**src/rtl/iterative_alu.sv**
```systemverilog
// Iterative ALU: single-cycle logic/arith ops, bit-serial shifts.
// start/busy/done handshake lets the core stall around shifts.
module iterative_alu #(
  parameter int DATA_WIDTH  = 32,
  parameter int SHAMT_WIDTH = 5
) (
  input  logic                  clk,
  input  logic                  reset,
  input  logic                  start_i,
  input  logic [3:0]            ALU_Operation_i,
  input  logic [DATA_WIDTH-1:0] A_i,
  input  logic [DATA_WIDTH-1:0] B_i,
  output logic                  busy_o,
  output logic                  done_o,
  output logic [DATA_WIDTH-1:0] ALU_Result_o,
  output logic                  Zero_o,
  output logic                  illegal_o
);

  localparam logic [3:0] OP_ADD = 4'b0000;
  localparam logic [3:0] OP_LUI = 4'b0001;
  localparam logic [3:0] OP_OR  = 4'b0010;
  localparam logic [3:0] OP_SLL = 4'b0011;
  localparam logic [3:0] OP_SRL = 4'b0100;
  localparam logic [3:0] OP_SUB = 4'b0101;

  typedef enum logic {
    IDLE,
    SHIFT
  } state_t;

  state_t                 state, state_d;
  logic [SHAMT_WIDTH-1:0] cnt, cnt_d;
  logic [DATA_WIDTH-1:0]  acc, acc_d;
  logic [DATA_WIDTH-1:0]  result, result_d;
  logic                   dir_left, dir_left_d;
  logic                   zero, zero_d;
  logic                   done, done_d;
  logic                   illegal, illegal_d;

  logic [DATA_WIDTH-1:0]  alu_val;
  logic [DATA_WIDTH-1:0]  step;
  logic [SHAMT_WIDTH-1:0] shamt;
  logic                   is_shift;
  logic                   bad_op;

  assign shamt = B_i[SHAMT_WIDTH-1:0];
  assign step  = dir_left ? (acc << 1) : (acc >> 1);

  // Single-cycle result; a zero-amount shift passes A through
  always_comb begin
    alu_val  = '0;
    bad_op   = 1'b0;
    is_shift = 1'b0;
    case (ALU_Operation_i)
      OP_ADD:  alu_val = A_i + B_i;
      OP_LUI:  alu_val = DATA_WIDTH'({B_i[19:0], 12'h000});
      OP_OR:   alu_val = A_i | B_i;
      OP_SLL: begin
        alu_val  = A_i;
        is_shift = 1'b1;
      end
      OP_SRL: begin
        alu_val  = A_i;
        is_shift = 1'b1;
      end
      OP_SUB:  alu_val = A_i - B_i;
      default: bad_op = 1'b1;
    endcase
  end

  // Next-state and datapath updates; results hold until next completion
  always_comb begin
    state_d    = state;
    cnt_d      = cnt;
    acc_d      = acc;
    dir_left_d = dir_left;
    result_d   = result;
    zero_d     = zero;
    done_d     = 1'b0;
    illegal_d  = 1'b0;
    unique case (state)
      IDLE: begin
        if (start_i) begin
          if (is_shift && shamt != '0) begin
            state_d    = SHIFT;
            acc_d      = A_i;
            cnt_d      = shamt;
            dir_left_d = (ALU_Operation_i == OP_SLL);
          end else begin
            result_d  = alu_val;
            zero_d    = (alu_val == '0);
            done_d    = 1'b1;
            illegal_d = bad_op;
          end
        end
      end
      SHIFT: begin
        acc_d = step;
        cnt_d = cnt - SHAMT_WIDTH'(1);
        if (cnt == SHAMT_WIDTH'(1)) begin
          state_d  = IDLE;
          result_d = step;
          zero_d   = (step == '0);
          done_d   = 1'b1;
        end
      end
    endcase
  end

  // State and datapath registers
  always_ff @(posedge clk or negedge reset) begin
    if (!reset) begin
      state    <= IDLE;
      cnt      <= '0;
      acc      <= '0;
      dir_left <= 1'b0;
      result   <= '0;
      zero     <= 1'b1;
      done     <= 1'b0;
      illegal  <= 1'b0;
    end else begin
      state    <= state_d;
      cnt      <= cnt_d;
      acc      <= acc_d;
      dir_left <= dir_left_d;
      result   <= result_d;
      zero     <= zero_d;
      done     <= done_d;
      illegal  <= illegal_d;
    end
  end

  assign busy_o       = (state == SHIFT);
  assign done_o       = done;
  assign illegal_o    = illegal;
  assign ALU_Result_o = result;
  assign Zero_o       = zero;

endmodule

```
**config.mk**
```make
export PLATFORM = sky130hd
export DESIGN_NAME = iterative_alu
export DESIGN_NICKNAME = d
export VERILOG_FILES = /design/src/rtl/iterative_alu.sv
export SDC_FILE = /design/constraint.sdc
export NUM_CORES = 1
export LEC_CHECK = 0
export CELL_PAD_IN_SITES_DETAIL_PLACEMENT = 0
export CELL_PAD_IN_SITES_GLOBAL_PLACEMENT = 2
export CORE_MARGIN = 10
export CORE_UTILIZATION = 30
export CTS_BUF_LIST = sky130_fd_sc_hd__clkbuf_4 sky130_fd_sc_hd__clkbuf_8
export DETAILED_ROUTE_END_ITERATION = 10
export HOLD_SLACK_MARGIN = 0.1
export PLACE_DENSITY_LB_ADDON = 0.3
export SYNTH_ARGS = -nofsm -noshare
export SYNTH_HDL_FRONTEND = slang
export SYNTH_SLANG_ARGS = --single-unit
```
**constraint.sdc**
```tcl
create_clock -name clk -period 2 [get_ports clk]
set_clock_uncertainty 0.1 [all_clocks]
set_input_delay 0.4 -clock clk [delete_from_list [all_inputs] [get_ports clk]]
set_output_delay 0.4 -clock clk [all_outputs]
set_load 0.01 [all_outputs]
```
==> impl_metrics.toml, run 1 <==
[floorplanning]
initial_standard_cell_utilization_of_the_core_pct = 30.6
core-area_um2 = 22800
die_area_um2 = 29700
placementRows = 55
die_height_um = 172
design.portCount = 107
die_w_um = 172

[drt]
detailedRoute.firstPassIterationCount = 5
num_vias = 8662
drcViolationCount = 0
route.antenna.remaining_nets = 0
detail_route.wl_per_cell_um = 20.2
detail_route.wirelength_um = 33200
viasPerCell = 5.27
detailed_router_s_first_iteration_violation_count = 460

[sta]
worst_slack_ps = -2710
fmaxAchievable_ghz = 0.212
grt_setup_unrepaired = "true"
final-max-slew-violation-count = 0
totalNegativeSetupSlack_ps = -56960
finalHoldViolations = 0
finalSetupViolCount = 64
slew_headroom_pct = 60.1
max_slew.worst_pin.slew_ps = 598
period_needed_ps = 4710
finalCritPeriodShare_pct = 236

[yosys]
yosys.cell_types.count = 65
number_of_synthesis_warnings = 0
number_of_enable_type_register_cells_in_the_synthesized_netlist = 0
synth_flop_cell = "sky130_fd_sc_hd__dfrtp_1"
syn_area_per_cell_um2 = 7.93
yosys-top-cells-area = "sky130_fd_sc_hd__dfrtp_1, sky130_fd_sc_hd__mux2i_1, sky130_fd_sc_hd__a21oi_1"
share_of_yosys_cell_area_claimed_by_the_top_area_cell_type_pct = 26.2
synth_top_cell_by_area = "sky130_fd_sc_hd__dfrtp_1"
seq_area_frac_synth_pct = 26.6
mappedNetlistArea_um2 = 6970
postSynthRegisterBits = 74
postSynth.asyncResetShare_pct = 100
synthCells = 879
synth.net_count = 987

[setup_path]
critPathKind = "input pin to flip-flop"
r2r_slack_ps = -340
cpPeakStageDelay_ps = 570
worst-path-max-fanout = 4
timing.critical_path.required_ps = 2180
critical_path.cell_chain = "buf_6 > or4_4 > or3_4 > nand2b_4 > or2_4 > o21ai_2 > xor2_1 > ha_1 > buf_4 > buf_4 > a41o_1 > a21o_1 > a21oi_2 > xor2_1 > o221ai_2 > or4_4 > nor4_4 > nand3b_1 > o31ai_2"
worst_r2r_endpoint = "Zero_o"
r2r_cells = 8
worstSetupStartpointType = "input pin"
worst_path_top_cell_family_by_delay = "simple AND/OR/NAND/NOR gates"
worstPathBufferInverterCount = 3
worst_reg2reg_startpoint = "busy_o"
worst_ep_arrival_time_ps = 4890
max_stage_delay_cell_worst_path = "sky130_fd_sc_hd__or4_4"
cp-end-kind = "flip-flop"

[global_route]
overflow = 0
grt_max_degree = 48
antenna_found_initial = 0
grt_pass1_vias = 8921
global_route_wire_length_before_repair_um = 50400
global_route.usage.total_pct = 21.9

[power]
ir_worst_vdd_uv = 517
power.total_mw = 11.3
cellPowerDensity_nw_per_um2 = 869
power.leakage_nw = 5.64

[job]
max_cap_violations = 0

[clock_tree]
worst_skew_late_latency_ps = 360
cts_max_path_buffers = 2
cts.sinks = 74
ctsRootBufferMaster = "sky130_fd_sc_hd__clkbuf_8"
clock_tree.htree_level_count = 3
cts_inserted_buffers = 9
tritoncts = "yes"
path_clk_slew_ps = 90

[outcome]
status = "finished with violations"
failed_checks = "setup timing"

[layout]
design_area_um2 = 13000
number_of_antenna_diodes = 0
syn2layout_area_growth_pct = 86.4
fillCellCount = 2080
final_layout_size_suffix_gt1_share_pct = 49.2
final_net_count = 1435

[worst_hold_path]
timing.hold.worst.class = "input pin to asynchronous set/reset pin"

[place]
portBuffers = 106
placement.cell_area_um2 = 10800
detailed_place_hpwl_um = 25100
routabilityCongestion = 0.984
==> Yosys cell counts (7+ instances only) <==
cell	number
sky130_fd_sc_hd__a21boi_0	30
sky130_fd_sc_hd__a21o_1	11
sky130_fd_sc_hd__a21oi_1	106
sky130_fd_sc_hd__a22oi_1	11
sky130_fd_sc_hd__and3_1	7
sky130_fd_sc_hd__buf_1	8
sky130_fd_sc_hd__clkbuf_1	44
sky130_fd_sc_hd__dfrtp_1	73
sky130_fd_sc_hd__ha_1	36
sky130_fd_sc_hd__inv_1	22
sky130_fd_sc_hd__mux2_2	7
sky130_fd_sc_hd__mux2i_1	57
sky130_fd_sc_hd__nand2_1	87
sky130_fd_sc_hd__nand2b_1	14
sky130_fd_sc_hd__nand3_1	13
sky130_fd_sc_hd__nor2_1	67
sky130_fd_sc_hd__nor2b_1	10
sky130_fd_sc_hd__nor3_1	19
sky130_fd_sc_hd__nor4_1	14
sky130_fd_sc_hd__o21ai_0	70
sky130_fd_sc_hd__o221ai_1	8
sky130_fd_sc_hd__o31ai_1	8
sky130_fd_sc_hd__xnor2_1	30
sky130_fd_sc_hd__xor2_1	23
==> cells by family after synthesis <==
group / synth area share (%)
muxes: 9.32
DFF: 26.6
xor gates and xnor gates: 6.66
and+or+nand+nor: 18.4
AOI/OAI and AO/OA: 28.2
buffers and inverters: 4.15
adders and majority gates: 6.75
==> worst reg2reg max path, delay by kind of cell, from the launching register on <==
family | cells | cell delay [ps]
AND/OR/NAND/NOR | 5 | 1310
flip-flops | 1 | 410
AO/OA/AOI/OAI | 2 | 350
buffers and inverters | 1 | 100
==> metal layers <==
layer	track usage, %	up-vias	share of wire (%)
met2	37.1	271	49
met3	3.58	75	4.8
met1	27.1	4166	43
met5	0	-	0
met4	8.77	0	3.9
li1	-	4150	-
==> state kept, by name, summed over array words and instances (netlist names) <==
register	count
cnt	5
Zero_o	1
done_o	1
dir_left	1
illegal_o	1
busy_o	1
ALU_Result_o	32
acc	32
==> worst max-delay path by stage <==
stage,startpoint,end,slack (ps),depth (start not counted)
after detailed placement,B_i[4],Zero_o,-3650,18
final,B_i[3],Zero_o,-2710,19
after global placement,B_i[4],ALU_Result_o[29],-3590,22
after floorplan,B_i[3],Zero_o,-2740,19
after CTS,B_i[3],Zero_o,-2660,18
after global routing,B_i[3],Zero_o,-2840,19
==> stage by stage <==
stage,hold slack [ps],worst slack (ps),utilization (%),std cells
after CTS,317,-2660,53.9,1630
after global placement,172,-3590,47.5,1560
final,329,-2710,57.0,1645
after floorplan,4.41,-2740,-,879
after global routing,349,-2840,57.0,1645
after detailed placement,173,-3650,47.5,1560
==> what timing repair did <==
item                                   4_1_cts  5_1_grt
setup buffers                               70       27
setup endpoints to repair                   74       72
gates resized for setup                    254      139
cloned                                       1        0
hold buffers                                 1        0
pin swaps                                  154      128
endpoints found under the hold margin       54        0
==> layout by cell type, fill, tap and decap left out, types with 23 or more instances in the layout <==
master                            instances
sky130_fd_sc_hd__a21oi_2                 42
sky130_fd_sc_hd__a21oi_1                 59
sky130_fd_sc_hd__buf_6                   52
sky130_fd_sc_hd__o21ai_2                 29
sky130_fd_sc_hd__buf_4                  329
sky130_fd_sc_hd__mux2i_1                 54
sky130_fd_sc_hd__clkdlybuf4s50_1         92
sky130_fd_sc_hd__a21boi_1                23
sky130_fd_sc_hd__ha_1                    30
sky130_fd_sc_hd__nand2_1                 72
sky130_fd_sc_hd__dfrtp_1                 72
sky130_fd_sc_hd__nor2_1                  56
==> cell type report <==
class | count | area, um2 | share of cell area [%]
flip-flops and latches | 74 | 1850 | 14.3
well taps | 313 | 392 | 3.02
clock inverters | 5 | 62.6 | 0.482
repair buffers | 490 | 4170 | 32.1
clock buffers | 11 | 151 | 1.17
multi-input cells | 730 | 6280 | 48.3
inverters | 22 | 85.1 | 0.655
==> report_power, final <==
| part | switching (mW) | internal (mW) | total (mW) |
|---|---|---|---|
| Clock | 0.622 | 0.649 | 1.27 |
| Combinational | 3.54 | 3.75 | 7.30 |
| Sequential | 0.522 | 2.20 | 2.72 |
| Total | 4.69 | 6.60 | 11.3 |
Note: power is estimated with default switching activity, not from simulation.
==> run 2: changes to the inputs <==
Settings changed: RECOVER_POWER set to 100.
==> impl_metrics.toml, run 2 (same netlist as run 1, synthesis figures left out) <==
[sta]
period_needed_ps = 4700
slew_headroom_pct = 43.7
finalCritPeriodShare_pct = 235
totalNegativeSetupSlack_ps = -60060
worst_slack_ps = -2700
hold-worst-slack_ps = 355
fmaxAchievable_ghz = 0.213
max_slew.worst_pin.slew_ps = 844
final-max-slew-violation-count = 0
grt_setup_unrepaired = "true"
finalSetupViolCount = 69
finalHoldViolations = 0

[drt]
detailedRoute.firstPassIterationCount = 5
drcViolationCount = 0
viasPerCell = 5.25
detail_route.wirelength_um = 33300
detail_route.wl_per_cell_um = 20.2
route.antenna.remaining_nets = 0
num_vias = 8634
detailed_router_s_first_iteration_violation_count = 475

[floorplanning]
core-area_um2 = 22800
die_w_um = 172
design.portCount = 107
die_height_um = 172
initial_standard_cell_utilization_of_the_core_pct = 30.6
die_area_um2 = 29700
placementRows = 55

[setup_path]
worst_path_top_cell_family_by_delay = "simple AND/OR/NAND/NOR gates"
r2r_cells = 8
max_stage_delay_cell_worst_path = "sky130_fd_sc_hd__or4_4"
worstPathBufferInverterCount = 3
worst_reg2reg_startpoint = "busy_o"
worst-path-max-fanout = 4
worstSetupStartpointType = "input pin"
worst_ep_arrival_time_ps = 4880
timing.critical_path.required_ps = 2180
r2r_slack_ps = -310
critical_path_cell_count = 19
critical_path.cell_chain = "buf_6 > or4_4 > or3_4 > or3_4 > nor4_4 > buf_4 > a31oi_1 > xnor2_1 > ha_1 > buf_6 > a21boi_2 > o22ai_2 > o21ai_4 > xnor2_2 > o221ai_2 > or4_4 > nor4_4 > nand3b_1 > o31ai_2"
cpPeakStageDelay_ps = 570
cp-end-kind = "flip-flop"
crit_start = "B_i[3]"
critPathKind = "input pin to flip-flop"

[clock_tree]
worst_skew_late_latency_ps = 360
path_clk_slew_ps = 90
cts.sinks = 74
cts_max_path_buffers = 2
ctsRootBufferMaster = "sky130_fd_sc_hd__clkbuf_8"
tritoncts = "yes"
clock_tree.htree_level_count = 3
cts_inserted_buffers = 9

[layout]
final_cell_mix = "sky130_fd_sc_hd__buf_4, sky130_fd_sc_hd__dfrtp_1, sky130_fd_sc_hd__nand2_1"
leading_cell_type_in_the_layout_fill_and_taps_excluded = "sky130_fd_sc_hd__buf_4"
final_layout_size_suffix_gt1_share_pct = 49.0
final_net_count = 1435
syn2layout_area_growth_pct = 86.0
number_of_antenna_diodes = 0
fillCellCount = 2085

[place]
detailed_place_hpwl_um = 25100
portBuffers = 106
routabilityCongestion = 0.984

[worst_hold_path]
worst_hold_startpoint = "B_i[0]"
min_path_cells = 4
timing.hold.worst.class = "input pin to flip-flop"

[global_route]
global_route.usage.total_pct = 21.9
global_route_wire_length_before_repair_um = 50400
grt_max_degree = 48
antenna_found_initial = 0
grt_pass1_vias = 8921
overflow = 0

[outcome]
failed_checks = "setup timing"
status = "finished with violations"

[power]
power.leakage_nw = 5.61
ir_worst_vdd_uv = 520
cellPowerDensity_nw_per_um2 = 859

[job]
max_cap_violations = 0
-- run 2: metal layers --
metal  GRT usage, %  vias up  wire length, um
li1               -     4145                -
met1           27.1     4157            14200
met2           37.1      253            16100
met3           3.58       79             1540
met4           8.77        0             1350
met5              0        -                0
-- run 2: what timing repair did --
action                                  4_1_cts  5_1_grt
endpoints found under the hold margin        54        0
resized for setup                           254      139
hold buffers                                  1        0
buffers inserted                             70       27
pin swaps                                   154      128
cloned                                        1        0
endpoints found under the setup margin       74       72
-- run 2: layout make-up --
cell class | count | area [um2] | area share, %
clock inverters | 5 | 62.6 | 0.483
inverters | 22 | 85.1 | 0.656
repair buffers | 490 | 4140 | 31.9
well taps | 313 | 392 | 3.02
clock buffers | 11 | 151 | 1.17
multi-input cells | 730 | 6280 | 48.4
flip-flops and latches | 74 | 1850 | 14.3
-- run 2: through the flow --
| step | area, um2 | power (mW) | std cells | utilization [%] | worst slack (ps) |
|---|---|---|---|---|---|
| floorplan | 7250 | 5.55 | 879 | - | -2740 |
| global placement | 10800 | 8.54 | 1560 | 47.5 | -3590 |
| detailed placement | 10800 | 8.59 | 1560 | 47.5 | -3650 |
| CTS | 12300 | 10.8 | 1630 | 53.9 | -2660 |
| global route | 13000 | 11.9 | 1645 | 56.9 | -2840 |
| finish | 13000 | 11.1 | 1645 | 56.9 | -2700 |
-- run 2: final timing paths --
check | end
hold reg to reg | ALU_Result_o[25]
max in group asynchronous | acc[10]
hold / removal | cnt[0]
min in group asynchronous | illegal_o
setup / recovery | Zero_o
setup reg to reg | Zero_o
-- run 2: worst register-to-register path, delay by kind of cell, from the launching register on --
kind,cells,cell delay (ps)
and+or+nand+nor,5,1270
AOI/OAI and AO/OA,2,340
buffers and inverters,1,90
DFF,1,410
-- run 2: where the power goes --
part / switching, mW / total [mW] / internal (mW)
clock network: 0.620 / 1.27 / 0.649
logic: 3.54 / 7.16 / 3.62
registers: 0.510 / 2.71 / 2.20
